<file path="config.mk">
export PLATFORM = sky130hd
export DESIGN_NAME = mac_row_engine
export DESIGN_NICKNAME = d
export VERILOG_FILES = /design/src/rtl/mac_pkg.sv /design/src/rtl/mac_product_stage.sv /design/src/rtl/mac_row_engine.sv
export SDC_FILE = /design/constraint.sdc
export NUM_CORES = 1
export LEC_CHECK = 0
export ABC_AREA = 1
export BUFFER_PORTS_ARGS = -buffer_cell sky130_fd_sc_hd__buf_2
export CAP_MARGIN = 30
export CORE_AREA = 2 2 217 219
export DETAILED_ROUTE_END_ITERATION = 12
export DIE_AREA = 0 0 219 221
export PLACE_DENSITY_LB_ADDON = 0.2
export SLEW_MARGIN = 15
export SYNTH_ARGS = -nofsm -noshare
export SYNTH_HDL_FRONTEND = slang
export SYNTH_SLANG_ARGS = --single-unit
</file>
<file path="constraint.sdc">
create_clock -name clk -period 6.4 [get_ports clk]
set_input_delay 1.28 -clock clk [delete_from_list [all_inputs] [get_ports clk]]
set_output_delay 1.28 -clock clk [all_outputs]
set_load 0.05 [all_outputs]
</file>
<file path="src/rtl/mac_pkg.sv">
// -----------------------------------------------------------------------------
// mac_pkg
// Shared definitions for the row multiply-accumulate engine:
//   - mac_state_t   : controller state encoding (IDLE, FETCH, DRAIN, DONE)
//   - DEF_*         : default parameter values for mac_row_engine
//   - lane_sum_width: width of the summed lane products
//   - range_max / range_min / range_exceeded / saturate : signed range helpers
//     operating on a 64-bit working width (wide_t)
// -----------------------------------------------------------------------------
package mac_pkg;

  typedef enum logic [1:0] {
    ST_IDLE  = 2'd0,
    ST_FETCH = 2'd1,
    ST_DRAIN = 2'd2,
    ST_DONE  = 2'd3
  } mac_state_t;

  localparam int unsigned DEF_LANES   = 32'd2;
  localparam int unsigned DEF_PIX_W   = 32'd8;
  localparam int unsigned DEF_WGT_W   = 32'd16;
  localparam int unsigned DEF_VEC_LEN = 32'd784;
  localparam int unsigned DEF_ROWS    = 32'd10;
  localparam int unsigned DEF_ACC_W   = 32'd32;
  localparam int unsigned DEF_OUT_W   = 32'd16;

  // Cycles spent flushing the memory and product stages after the last fetch.
  localparam int unsigned DRAIN_CYCLES = 32'd2;

  // Working width for range arithmetic; wide enough for any legal ACC_W/OUT_W.
  localparam int unsigned WIDE_W = 32'd64;
  typedef logic signed [WIDE_W-1:0] wide_t;

  // One lane product is PIX_W+WGT_W+1 bits signed; summing LANES of them
  // grows the result by clog2(LANES) bits.
  function automatic int unsigned lane_sum_width(input int unsigned pix_w,
                                                 input int unsigned wgt_w,
                                                 input int unsigned lanes);
    return pix_w + wgt_w + 32'd1 + $clog2(lanes);
  endfunction

  function automatic wide_t range_max(input int unsigned w);
    return (64'sd1 <<< (w - 32'd1)) - 64'sd1;
  endfunction

  function automatic wide_t range_min(input int unsigned w);
    return -range_max(w) - 64'sd1;
  endfunction

  function automatic logic range_exceeded(input wide_t v, input int unsigned w);
    logic r;
    if ((v > range_max(w)) || (v < range_min(w))) begin
      r = 1'b1;
    end else begin
      r = 1'b0;
    end
    return r;
  endfunction

  function automatic wide_t saturate(input wide_t v, input int unsigned w);
    wide_t r;
    if (v > range_max(w)) begin
      r = range_max(w);
    end else if (v < range_min(w)) begin
      r = range_min(w);
    end else begin
      r = v;
    end
    return r;
  endfunction

endpackage

</file>
<file path="src/rtl/mac_product_stage.sv">
// -----------------------------------------------------------------------------
// mac_product_stage
// Unpacks LANES pixel/weight pairs from the memory words, multiplies each pair
// (zero-extended pixel x sign-extended weight), sums the lane products in a
// binary adder tree and registers the sum together with its valid flag.
//
// Ports:
//   clk, rst     : clock, synchronous active-high reset
//   in_valid     : pixel_word/weight_word carry a fetched element pair
//   pixel_word   : LANES x PIX_W unsigned pixels, lane 0 in the MSBs
//   weight_word  : LANES x WGT_W signed weights, lane 0 in the MSBs
//   out_valid    : prod_sum holds a new lane sum this cycle
//   prod_sum     : registered signed sum of the lane products
// -----------------------------------------------------------------------------
module mac_product_stage
  import mac_pkg::*;
#(
  parameter int unsigned LANES = DEF_LANES,
  parameter int unsigned PIX_W = DEF_PIX_W,
  parameter int unsigned WGT_W = DEF_WGT_W,
  parameter int unsigned SUM_W = lane_sum_width(DEF_PIX_W, DEF_WGT_W, DEF_LANES)
) (
  input  logic                           clk,
  input  logic                           rst,
  input  logic                           in_valid,
  input  logic [LANES*PIX_W-1:0]         pixel_word,
  input  logic [LANES*WGT_W-1:0]         weight_word,
  output logic                           out_valid,
  output logic signed [SUM_W-1:0]        prod_sum
);

  localparam int unsigned PROD_W = PIX_W + WGT_W + 32'd1;

  logic signed [PROD_W-1:0] lane_prod_s [LANES];
  // Heap-ordered tree: leaves at LANES-1 .. 2*LANES-2, root at index 0.
  logic signed [SUM_W-1:0]  node_s      [2*LANES-1];

  for (genvar l = 0; l < LANES; l++) begin : g_lane
    logic [PIX_W-1:0]        pix_s;
    logic signed [WGT_W-1:0] wgt_s;

    assign pix_s = pixel_word[(LANES-1-l)*PIX_W +: PIX_W];
    assign wgt_s = weight_word[(LANES-1-l)*WGT_W +: WGT_W];
    // The extra zero bit keeps the pixel non-negative in the signed multiply.
    assign lane_prod_s[l] = PROD_W'($signed({1'b0, pix_s})) * PROD_W'(wgt_s);
  end

  // Adder tree: each internal node sums its two children.
  always_comb begin
    for (int n = 0; n < 2*LANES-1; n++) begin
      node_s[n] = '0;
    end
    for (int l = 0; l < LANES; l++) begin
      node_s[LANES-1+l] = SUM_W'(lane_prod_s[l]);
    end
    for (int n = LANES-2; n >= 0; n--) begin
      node_s[n] = node_s[2*n+1] + node_s[2*n+2];
    end
  end

  // Product pipeline register.
  always_ff @(posedge clk) begin
    if (rst) begin
      out_valid <= 1'b0;
      prod_sum  <= '0;
    end else if (in_valid) begin
      out_valid <= 1'b1;
      prod_sum  <= node_s[0];
    end else begin
      out_valid <= 1'b0;
      prod_sum  <= prod_sum;
    end
  end

endmodule

</file>
<file path="src/rtl/mac_row_engine.sv">
// -----------------------------------------------------------------------------
// mac_row_engine
// Streams one pixel vector and one weight row from synchronous memories,
// LANES elements per cycle, accumulates the signed dot product and reports a
// range-checked result with a one-cycle write strobe.
//
// Ports:
//   clk, rst        : clock, synchronous active-high reset (aborts any row)
//   row_select      : weight row, sampled with begin_mult
//   begin_mult      : start request, honoured only in IDLE with a valid row
//   pixel_value     : pixel memory read data (lane 0 in the MSBs)
//   weight_value    : weight memory read data (lane 0 in the MSBs)
//   pixel_address   : pixel word index
//   weight_address  : row*N_WORDS + word index
//   busy            : high outside IDLE
//   done_row        : one-cycle completion pulse
//   row_result      : signed dot product of the last row
//   overflow        : accumulator or result range violation for the last row
//   w_result_ena    : result-memory write strobe, coincident with done_row
//
// Build option: MAC_SATURATE_EN clamps the accumulator and row_result instead
// of wrapping; overflow reporting is the same in both builds.
//
// Pipeline (edge 0 samples begin_mult): address issued after edge i, memory
// data after i+1, product register after i+2, accumulator after i+3. The last
// accumulate happens at edge N_WORDS+2 and DONE publishes at edge N_WORDS+3.
// -----------------------------------------------------------------------------
module mac_row_engine
  import mac_pkg::*;
#(
  parameter int unsigned LANES   = DEF_LANES,
  parameter int unsigned PIX_W   = DEF_PIX_W,
  parameter int unsigned WGT_W   = DEF_WGT_W,
  parameter int unsigned VEC_LEN = DEF_VEC_LEN,
  parameter int unsigned ROWS    = DEF_ROWS,
  parameter int unsigned ACC_W   = DEF_ACC_W,
  parameter int unsigned OUT_W   = DEF_OUT_W
) (
  input  logic                                     clk,
  input  logic                                     rst,
  input  logic [$clog2(ROWS)-1:0]                  row_select,
  input  logic                                     begin_mult,
  input  logic [LANES*PIX_W-1:0]                   pixel_value,
  input  logic [LANES*WGT_W-1:0]                   weight_value,
  output logic [$clog2(VEC_LEN/LANES)-1:0]         pixel_address,
  output logic [$clog2(ROWS*(VEC_LEN/LANES))-1:0]  weight_address,
  output logic                                     busy,
  output logic                                     done_row,
  output logic signed [OUT_W-1:0]                  row_result,
  output logic                                     overflow,
  output logic                                     w_result_ena
);

  localparam int unsigned N_WORDS = VEC_LEN / LANES;
  localparam int unsigned PA_W    = $clog2(N_WORDS);
  localparam int unsigned WA_W    = $clog2(ROWS * N_WORDS);
  localparam int unsigned SUM_W   = lane_sum_width(PIX_W, WGT_W, LANES);

`ifdef MAC_SATURATE_EN
  localparam bit SAT_EN = 1'b1;
`else
  localparam bit SAT_EN = 1'b0;
`endif

  mac_state_t              state_r;
  logic                    drain_cnt_r;
  logic                    mem_valid_r;
  logic signed [ACC_W-1:0] acc_r;
  logic                    acc_ovf_r;

  logic                    start_s;
  logic [WA_W-1:0]         start_base_s;
  logic                    prod_valid_s;
  logic signed [SUM_W-1:0] prod_sum_s;
  wide_t                   acc_wide_s;
  wide_t                   acc_true_s;
  logic                    add_ovf_s;
  logic                    res_ovf_s;
  logic signed [ACC_W-1:0] acc_next_s;
  logic [OUT_W-1:0]        res_next_s;

  // Out-of-range rows are dropped here so the FSM never leaves IDLE for them.
  assign start_s      = (state_r == ST_IDLE) && begin_mult &&
                        (32'(row_select) < ROWS);
  assign start_base_s = WA_W'(row_select) * WA_W'(N_WORDS);

  mac_product_stage #(
    .LANES (LANES),
    .PIX_W (PIX_W),
    .WGT_W (WGT_W),
    .SUM_W (SUM_W)
  ) u_product (
    .clk         (clk),
    .rst         (rst),
    .in_valid    (mem_valid_r),
    .pixel_word  (pixel_value),
    .weight_word (weight_value),
    .out_valid   (prod_valid_s),
    .prod_sum    (prod_sum_s)
  );

  // Next accumulator value, add overflow, and the range-checked result.
  always_comb begin
    acc_wide_s = WIDE_W'(acc_r);
    acc_true_s = acc_wide_s + WIDE_W'(prod_sum_s);
    add_ovf_s  = range_exceeded(acc_true_s, ACC_W);
    res_ovf_s  = range_exceeded(acc_wide_s, OUT_W);
    if (SAT_EN) begin
      acc_next_s = ACC_W'(saturate(acc_true_s, ACC_W));
      res_next_s = OUT_W'(saturate(acc_wide_s, OUT_W));
    end else begin
      acc_next_s = ACC_W'(acc_true_s);
      res_next_s = OUT_W'(acc_r);
    end
  end

  // Memory read-data valid: one cycle behind each issued address.
  always_ff @(posedge clk) begin
    if (rst) begin
      mem_valid_r <= 1'b0;
    end else begin
      mem_valid_r <= (state_r == ST_FETCH);
    end
  end

  // Accumulator with sticky add-overflow; cleared when a row is accepted.
  always_ff @(posedge clk) begin
    if (rst) begin
      acc_r     <= '0;
      acc_ovf_r <= 1'b0;
    end else if (start_s) begin
      acc_r     <= '0;
      acc_ovf_r <= 1'b0;
    end else if (prod_valid_s) begin
      acc_r     <= acc_next_s;
      acc_ovf_r <= acc_ovf_r | add_ovf_s;
    end else begin
      acc_r     <= acc_r;
      acc_ovf_r <= acc_ovf_r;
    end
  end

  // Controller FSM with address counter and registered outputs.
  always_ff @(posedge clk) begin
    if (rst) begin
      state_r        <= ST_IDLE;
      drain_cnt_r    <= 1'b0;
      pixel_address  <= '0;
      weight_address <= '0;
      busy           <= 1'b0;
      done_row       <= 1'b0;
      w_result_ena   <= 1'b0;
      row_result     <= '0;
      overflow       <= 1'b0;
    end else begin
      done_row     <= 1'b0;
      w_result_ena <= 1'b0;
      case (state_r)
        ST_IDLE: begin
          if (start_s) begin
            state_r        <= ST_FETCH;
            busy           <= 1'b1;
            pixel_address  <= '0;
            weight_address <= start_base_s;
          end else begin
            state_r <= ST_IDLE;
          end
        end
        ST_FETCH: begin
          // Addresses stop on the last word and hold until the next row.
          if (pixel_address == PA_W'(N_WORDS - 32'd1)) begin
            state_r     <= ST_DRAIN;
            drain_cnt_r <= 1'b0;
          end else begin
            pixel_address  <= pixel_address + PA_W'(1);
            weight_address <= weight_address + WA_W'(1);
          end
        end
        ST_DRAIN: begin
          if (drain_cnt_r == 1'(DRAIN_CYCLES - 32'd1)) begin
            state_r <= ST_DONE;
          end else begin
            drain_cnt_r <= drain_cnt_r + 1'b1;
          end
        end
        ST_DONE: begin
          row_result   <= res_next_s;
          overflow     <= acc_ovf_r | res_ovf_s;
          done_row     <= 1'b1;
          w_result_ena <= 1'b1;
          busy         <= 1'b0;
          state_r      <= ST_IDLE;
        end
        default: begin
          state_r <= ST_IDLE;
          busy    <= 1'b0;
        end
      endcase
    end
  end

endmodule

</file>
==> flow_metrics.env, run 1 <==
export IMPL_outcome="finished clean"
export IMPL_hold_viol=0
export IMPL_nFillCells=4894
export IMPL_synthAdderAreaFrac=0.411
export IMPL_hold_start="drain_cnt_r$_SDFFE_PP0P_"
export IMPL_synth_xor_xnor_area_share=0.0225
export IMPL_area_growth_synth_to_final_pct=14.9
export IMPL_drt_first_pass_iters=5
export IMPL_clkSinkCount=104
export IMPL_slew_limit_headroom=0.403
export IMPL_clk_transition_reported_paths_ps=80
export IMPL_period_share=0.960
export IMPL_core_sq_mm=0.0461
export IMPL_worstMarginPinSlew_ps=896
export IMPL_crit_path_start_kind="input port"
export IMPL_top_level_ports=96
export IMPL_timing_fmax_mhz=163
export IMPL_seq_area_frac_synth=0.127
export IMPL_place_port_buffers=95
export IMPL_die_area_sq_mm=0.0484
export IMPL_placementRows=79
export IMPL_hold_path_cell_count=2
export IMPL_cts_buffers_inserted=9
export IMPL_remaining_drc_errors=0
export IMPL_worst_clock_skew_ps=10.1
export IMPL_timing_final_max_slew_violations=0
export IMPL_critical_path_top_cell_by_count="inv_1"
export IMPL_timing_rr_start="state_r[1]$_SDFFE_PP0P_"
export IMPL_max_cap_violations=0
export IMPL_buffer_type_at_the_clock_tree_root="clkbuf_16"
export IMPL_postSynthAreaPerCell_sq_um=7.29
export IMPL_globalRouteOverflowTotal=0
export IMPL_synth_cell_area_sq_mm=0.0163
export IMPL_grt_util_all_layers=0.178
export IMPL_pin_count_of_the_biggest_net_entering_global_routing=39
export IMPL_hold_buffers=0
export IMPL_mux_cell_area_share_after_synthesis=0.000689
export IMPL_hp_class="flip-flop to flip-flop"
export IMPL_cts_tree="yes"
export IMPL_worst_hold_path_endpoint="drain_cnt_r$_SDFFE_PP0P_"
export IMPL_placer_congestion_estimate=0.907
export IMPL_synth_cells=2241
export IMPL_max_stage_delay_ps=580
export IMPL_timing_critical_path_to_type="flip-flop"
export IMPL_count_of_flip_flops_with_a_built_in_enable_after_synthesis=0
export IMPL_worst_endpoint_arrival_ps=6450
export IMPL_via_count=13896
export IMPL_grt_pass1_wl_microns=70000
export IMPL_number_of_cells_on_the_worst_reg_to_reg_path=11
export IMPL_synth_compound_area_frac=0.0894
export IMPL_drt_iter0_markers=757
export IMPL_overall_routed_net_length_microns=41000
export IMPL_crit_chain="buf_2 -> nand2_1 -> inv_2 -> fa_2 -> inv_1 -> fa_1 -> inv_1 -> fa_1 -> fa_1 -> fa_1 -> inv_1 -> fa_1 -> inv_1 -> ha_4 -> nand2_1 -> nor2_2 -> inv_1 -> nor2_1 -> nand4_1 -> a31o_2 -> nand3_1 -> o211ai_1 -> inv_1"
export IMPL_postSynth_asyncResetShare=0
export IMPL_cpMaxStageDelayCell="fa_2"
export IMPL_path_class="input port to flip-flop"
export IMPL_layoutNonFillerInstCount=2994
export IMPL_placed_instances=2974
export IMPL_reg_to_reg_endpoint="pixel_address[8]$_SDFFE_PP0P_"
export IMPL_first_global_vias=14206
export IMPL_fin_crit_ps=6150
export IMPL_critPathRequiredTime_ps=6700
export IMPL_antennaDiodeCount=0
export IMPL_htreeDepth=3
export IMPL_combinational_family_with_the_most_area_after_synthesis="adder cells"
export IMPL_report_final_setup_viol=0
export IMPL_grt_antenna_before_repair=0
export IMPL_top_ff_cell_synth="dfxtp_1"
export IMPL_mappedNetlistNets=2683
export IMPL_critPathMaxFanout=8
export IMPL_post_synth_and_or_nand_nor_area_fraction=0.194
export IMPL_routedWlPerCell_microns=13.7
export IMPL_die_x_microns=219
export IMPL_ant_nets=0
export IMPL_drive_gt1_frac=0.123
export IMPL_nNetsFinal=2824
export IMPL_clkLatencyLatePin_ps=360
export IMPL_reg2reg_slack_ps=3880
export IMPL_ys_warn_count=0
export IMPL_yosysUniqueCellTypes=51
export IMPL_cts_path_max_buffers=2
export IMPL_die_height_microns=221
export IMPL_dp_final_hpwl_microns=35600
export IMPL_ys_ff_latch=104
export IMPL_initial_utilization=0.355
export IMPL_routed_via_density=4.64
registers in the layout, summed over array words and instances, names as in the netlist:
| signal | count |
|---|---|
| weight_address | 12 |
| u_product.prod_sum | 26 |
| acc_r | 32 |
| drain_cnt_r | 1 |
| pixel_address | 9 |
| busy | 1 |
| mem_valid_r | 1 |
| overflow | 1 |
| w_result_ena | 1 |
| acc_ovf_r | 1 |
| u_product.out_valid | 1 |
| state_r | 2 |
| row_result | 16 |
cells in the mapped netlist (3+ instances only):
library cell / count / area share
a31o_2: 5 / 0.0027
nor4_1: 6 / 0.0023
nand3_1: 67 / 0.021
nand2_1: 501 / 0.12
a211oi_1: 4 / 0.0018
o21ai_0: 82 / 0.025
a21o_1: 6 / 0.0028
nand4_1: 20 / 0.0077
fa_1: 250 / 0.31
buf_2: 3 / 0.00092
buf_1: 5 / 0.0011
ha_1: 137 / 0.10
dfxtp_1: 104 / 0.13
xnor2_1: 17 / 0.0091
inv_1: 569 / 0.13
a21oi_1: 119 / 0.036
buf_4: 3 / 0.0014
clkbuf_2: 3 / 0.00092
o211ai_1: 9 / 0.0041
clkbuf_1: 79 / 0.018
nor2_1: 149 / 0.034
nor3_1: 21 / 0.0064
nand2_2: 3 / 0.0011
o21bai_1: 10 / 0.0046
xor2_1: 25 / 0.013
a31oi_1: 8 / 0.0031
o21a_1: 4 / 0.0018
o21ai_1: 4 / 0.0012
what timing repair did:
action / in CTS / in global routing
buffers inserted: 0 / 4
setup endpoints to repair: 0 / 13
resized for setup: 0 / 42
cell type report:
class                      count  area [sq um]  share of cell area
clock buffer                   9           225              0.0120
clock inverter                 7           113             0.00600
inverter                     572          2150               0.115
multi-input combinational   1471         11900               0.634
sequential                   104          2080               0.111
tap                          607           759              0.0405
timing repair buffer         224          1540              0.0821
per-stage QoR:
step	util	setup WS, ps	setup TNS, ps	hold WS, ps	area (sq um)
final	0.408	254	0	472	18800
after global routing	0.408	-17.5	-31.9	498	18800
after CTS	0.403	65.9	0	473	18600
after detailed placement	0.396	-286	-2660	462	18200
after global placement	0.395	-225	-2130	455	18200
after floorplan	-	-27.4	-44.8	445	16400
worst max-delay path: cells and delay by family:
| kind | cells | cell delay [ps] |
|---|---|---|
| fa+ha+maj | 7 | 3480 |
| simple gates | 6 | 750 |
| buf+inv | 8 | 560 |
| compound gates | 2 | 360 |
layer usage:
| metal | share of wire | up-vias | track usage |
|---|---|---|---|
| met5 | 0 | - | 0 |
| met4 | 0.012 | 0 | 0.0257 |
| met3 | 0.037 | 37 | 0.0181 |
| met2 | 0.48 | 259 | 0.308 |
| met1 | 0.47 | 6643 | 0.244 |
| li1 | - | 6957 | - |
cells by family (layout without fill, tap and decap cells):
| group | count (synthesis) | count (layout) |
|---|---|---|
| buffers and inverters | 666 | 812 |
| flip-flops | 104 | 104 |
| adder cells (fa/ha/maj) | 387 | 387 |
| multiplexers | 1 | 1 |
| XOR/XNOR | 42 | 42 |
| AO/OA/AOI/OAI | 261 | 261 |
| AND/OR/NAND/NOR | 780 | 780 |
cells in the final DEF (no fill, tap or decap), drive strengths merged:
master  synthesis  routed
a21oi         119     119
buf            12     223
nand4          20      20
o211ai          9       9
a31oi           8       8
nand2b          1       1
or2             3       3
ha            137     137
o21a            4       4
clkbuf         82      10
o221ai          2       2
xnor2          17      17
inv           570     573
a211oi          5       5
and3            1       1
nand2         505     505
o31ai           1       1
dfxtp         104     104
a221oi          2       2
fa            250     250
nor4            7       7
o21bai         10      10
a21o            6       6
o21ai          88      88
bufinv          0       2
a31o            5       5
clkinv          2       4
nand3b          1       1
nor2          149     149
a21boi          1       1
nand3          68      68
o22ai           1       1
and2            2       2
mux2            1       1
xor2           25      25
nor3b           1       1
nor3           22      22
worst max path at each step:
stage | startpoint | end | slack, ps
after global routing | weight_value[15] | u_product.prod_sum[21]$_SDFFE_PP0P_ | -20
after floorplan | weight_value[15] | u_product.prod_sum[24]$_SDFFE_PP0P_ | -30
after CTS | weight_value[15] | u_product.prod_sum[24]$_SDFFE_PP0P_ | 70
final | weight_value[15] | u_product.prod_sum[21]$_SDFFE_PP0P_ | 250
after detailed placement | weight_value[15] | u_product.prod_sum[24]$_SDFFE_PP0P_ | -290
after global placement | weight_value[15] | u_product.prod_sum[21]$_SDFFE_PP0P_ | -220
Power of run 1 is not shown: default switching activity piles up to over one toggle a cycle in this logic, so the estimate is an artifact.
==> run 2, diff against run 1 <==
==> constraint.sdc (replaced) <==
create_clock -name clk -period 7.6 [get_ports clk]
set_input_delay 0.76 -clock clk [delete_from_list [all_inputs] [get_ports clk]]
set_output_delay 0.76 -clock clk [all_outputs]
set_load 0.05 [all_outputs]
==> run 2 against run 1 <==
  * Non-clock buffer count is 123 lower
  * Worst hold slack barely moved
  * First-iteration DRC count shrank 4.0%
  * Die area stayed put
  * Worst setup slack better by 1200 ps
  * Sequential cell count is the same
  * Register-to-register slack better by 1200 ps
  * Sequential share of layout area grew 0.74 points
  * Critical path depth stayed put
  * Critical endpoint unchanged
  * Highest routed layer unchanged
==> flow_metrics.env, run 2 (synthesized netlist as in run 1, its figures left out) <==
export IMPL_outcome="finished clean"
export IMPL_antennaDiodeCount=0
export IMPL_placer_congestion_estimate=0.896
export IMPL_nNetsFinal=2701
export IMPL_max_ffs_per_register=32
export IMPL_max_cap_violations=0
export IMPL_die_x_microns=219
export IMPL_layoutNonFillerInstCount=2871
export IMPL_drt_iter0_markers=727
export IMPL_cts_path_max_buffers=2
export IMPL_place_port_buffers=95
export IMPL_post_cts_resize_count=0
export IMPL_design_area_sq_mm=0.0176
export IMPL_hp_class="flip-flop to flip-flop"
export IMPL_buffer_type_at_the_clock_tree_root="clkbuf_16"
export IMPL_critPathMaxFanout=16
export IMPL_dp_final_hpwl_microns=35400
export IMPL_pin_count_of_the_biggest_net_entering_global_routing=39
export IMPL_critPathRequiredTime_ps=7910
export IMPL_fin_crit_ps=6100
export IMPL_via_count=13399
export IMPL_drt_first_pass_iters=5
export IMPL_crit_path_start_kind="input port"
export IMPL_clkLatencyLatePin_ps=370
export IMPL_drive_gt1_frac=0.0601
export IMPL_layout_cells_most_common_list="inv_1 (569), nand2_1 (501), fa_1 (250), nor2_1 (149), ha_1 (137)"
export IMPL_routed_via_density=4.67
export IMPL_core_sq_mm=0.0461
export IMPL_slew_limit_headroom=0.398
export IMPL_clk_transition_reported_paths_ps=70
export IMPL_initial_utilization=0.355
export IMPL_area_growth_synth_to_final_pct=7.72
export IMPL_report_final_setup_viol=0
export IMPL_grt_antenna_before_repair=0
export IMPL_htreeDepth=3
export IMPL_top_level_ports=96
export IMPL_hold_buffers=0
export IMPL_number_of_cells_on_the_worst_reg_to_reg_path=11
export IMPL_timing_critical_path_to_type="flip-flop"
export IMPL_timing_fmax_mhz=164
export IMPL_worst_endpoint_arrival_ps=6420
export IMPL_path_class="input port to flip-flop"
export IMPL_period_share=0.803
export IMPL_grt_util_all_layers=0.177
export IMPL_routedWlPerCell_microns=14.3
export IMPL_grt_pass1_wl_microns=69000
export IMPL_cts_tree="yes"
export IMPL_overall_routed_net_length_microns=41000
export IMPL_ant_nets=0
export IMPL_layout_setup_ws_ps=1500
export IMPL_final_common_cell="inv_1"
export IMPL_placed_area_sq_mm=0.0173
export IMPL_remaining_drc_errors=0
export IMPL_largest_register="acc_r"
export IMPL_hold_viol=0
export IMPL_dp_slack_ps=1110
export IMPL_cts_buffers_inserted=9
export IMPL_placementRows=79
export IMPL_hold_path_cell_count=2
export IMPL_post_cts_buffers=0
export IMPL_setup_repair_after_global_routing_missed_its_margin="no"
export IMPL_placed_instances=2855
export IMPL_biggestRegsByFlops="acc_r: 32 flops, u_product.prod_sum: 26 flops, row_result: 16 flops"
export IMPL_worstMarginPinSlew_ps=903
export IMPL_die_height_microns=221
export IMPL_worst_clock_skew_ps=7.55
export IMPL_die_area_sq_mm=0.0484
export IMPL_timing_final_max_slew_violations=0
export IMPL_globalRouteOverflowTotal=0
export IMPL_tns_ps=0
export IMPL_clkSinkCount=104
export IMPL_first_global_vias=13579
run 2: changes by cell type in the layout (fill, tap and decap cells not counted), sizes merged:
cell    before  now
clkinv       4    5
bufinv       2    1
buf        223  101
inv        573  572
run 2: layout make-up:
type | count | area [sq um]
flip-flops and latches | 104 | 2080
repair buffers | 101 | 556
fillers | 4883 | 28500
inverters | 572 | 2150
multi-input cells | 1471 | 11700
clock buffers | 10 | 239
clock inverters | 6 | 86.3
well taps | 607 | 759
run 2: through the flow:
step           utilization  hold slack [ps]
5_1_grt              0.382              510
2_1_floorplan            -              445
3_5_place_dp         0.375              467
6_report             0.382              472
3_3_place_gp         0.374              454
4_1_cts              0.382              478
run 2: worst max-delay path, stage by stage:
cell and delay, ps:
buf_2 210, nand2_1 150, inv_1 90, fa_1 630
inv_1 100, fa_1 540, inv_1 50, fa_1 500
fa_1 520, fa_1 570, inv_1 60, fa_1 530
inv_1 40, ha_1 360, nand2_1 130, nor2_1 250
inv_1 70, nor2_1 150, nand4_1 150, a31o_2 280
nand3_1 80, o211ai_1 90, inv_1 70
run 2: path summary, 6_finish.rpt:
path	end	start	slack, ps
worst max-delay path	u_product.prod_sum[21]$_SDFFE_PP0P_	pixel_value[3]	1500
worst min register to register	drain_cnt_r$_SDFFE_PP0P_	drain_cnt_r$_SDFFE_PP0P_	470
worst max register to register	pixel_address[8]$_SDFFE_PP0P_	state_r[1]$_SDFFE_PP0P_	5030
worst min-delay path	drain_cnt_r$_SDFFE_PP0P_	drain_cnt_r$_SDFFE_PP0P_	470
run 2: layer usage:
metal / GRT usage / share of wire / vias up / wire length [microns]
met2: 0.306 / 0.49 / 218 / 20000
met3: 0.0198 / 0.038 / 21 / 1580
met5: 0 / 0 / - / 0
met4: 0.0220 / 0.0079 / 0 / 324
met1: 0.244 / 0.47 / 6446 / 19100
li1: - / - / 6714 / -
Power of run 2 is left out for the same reason.
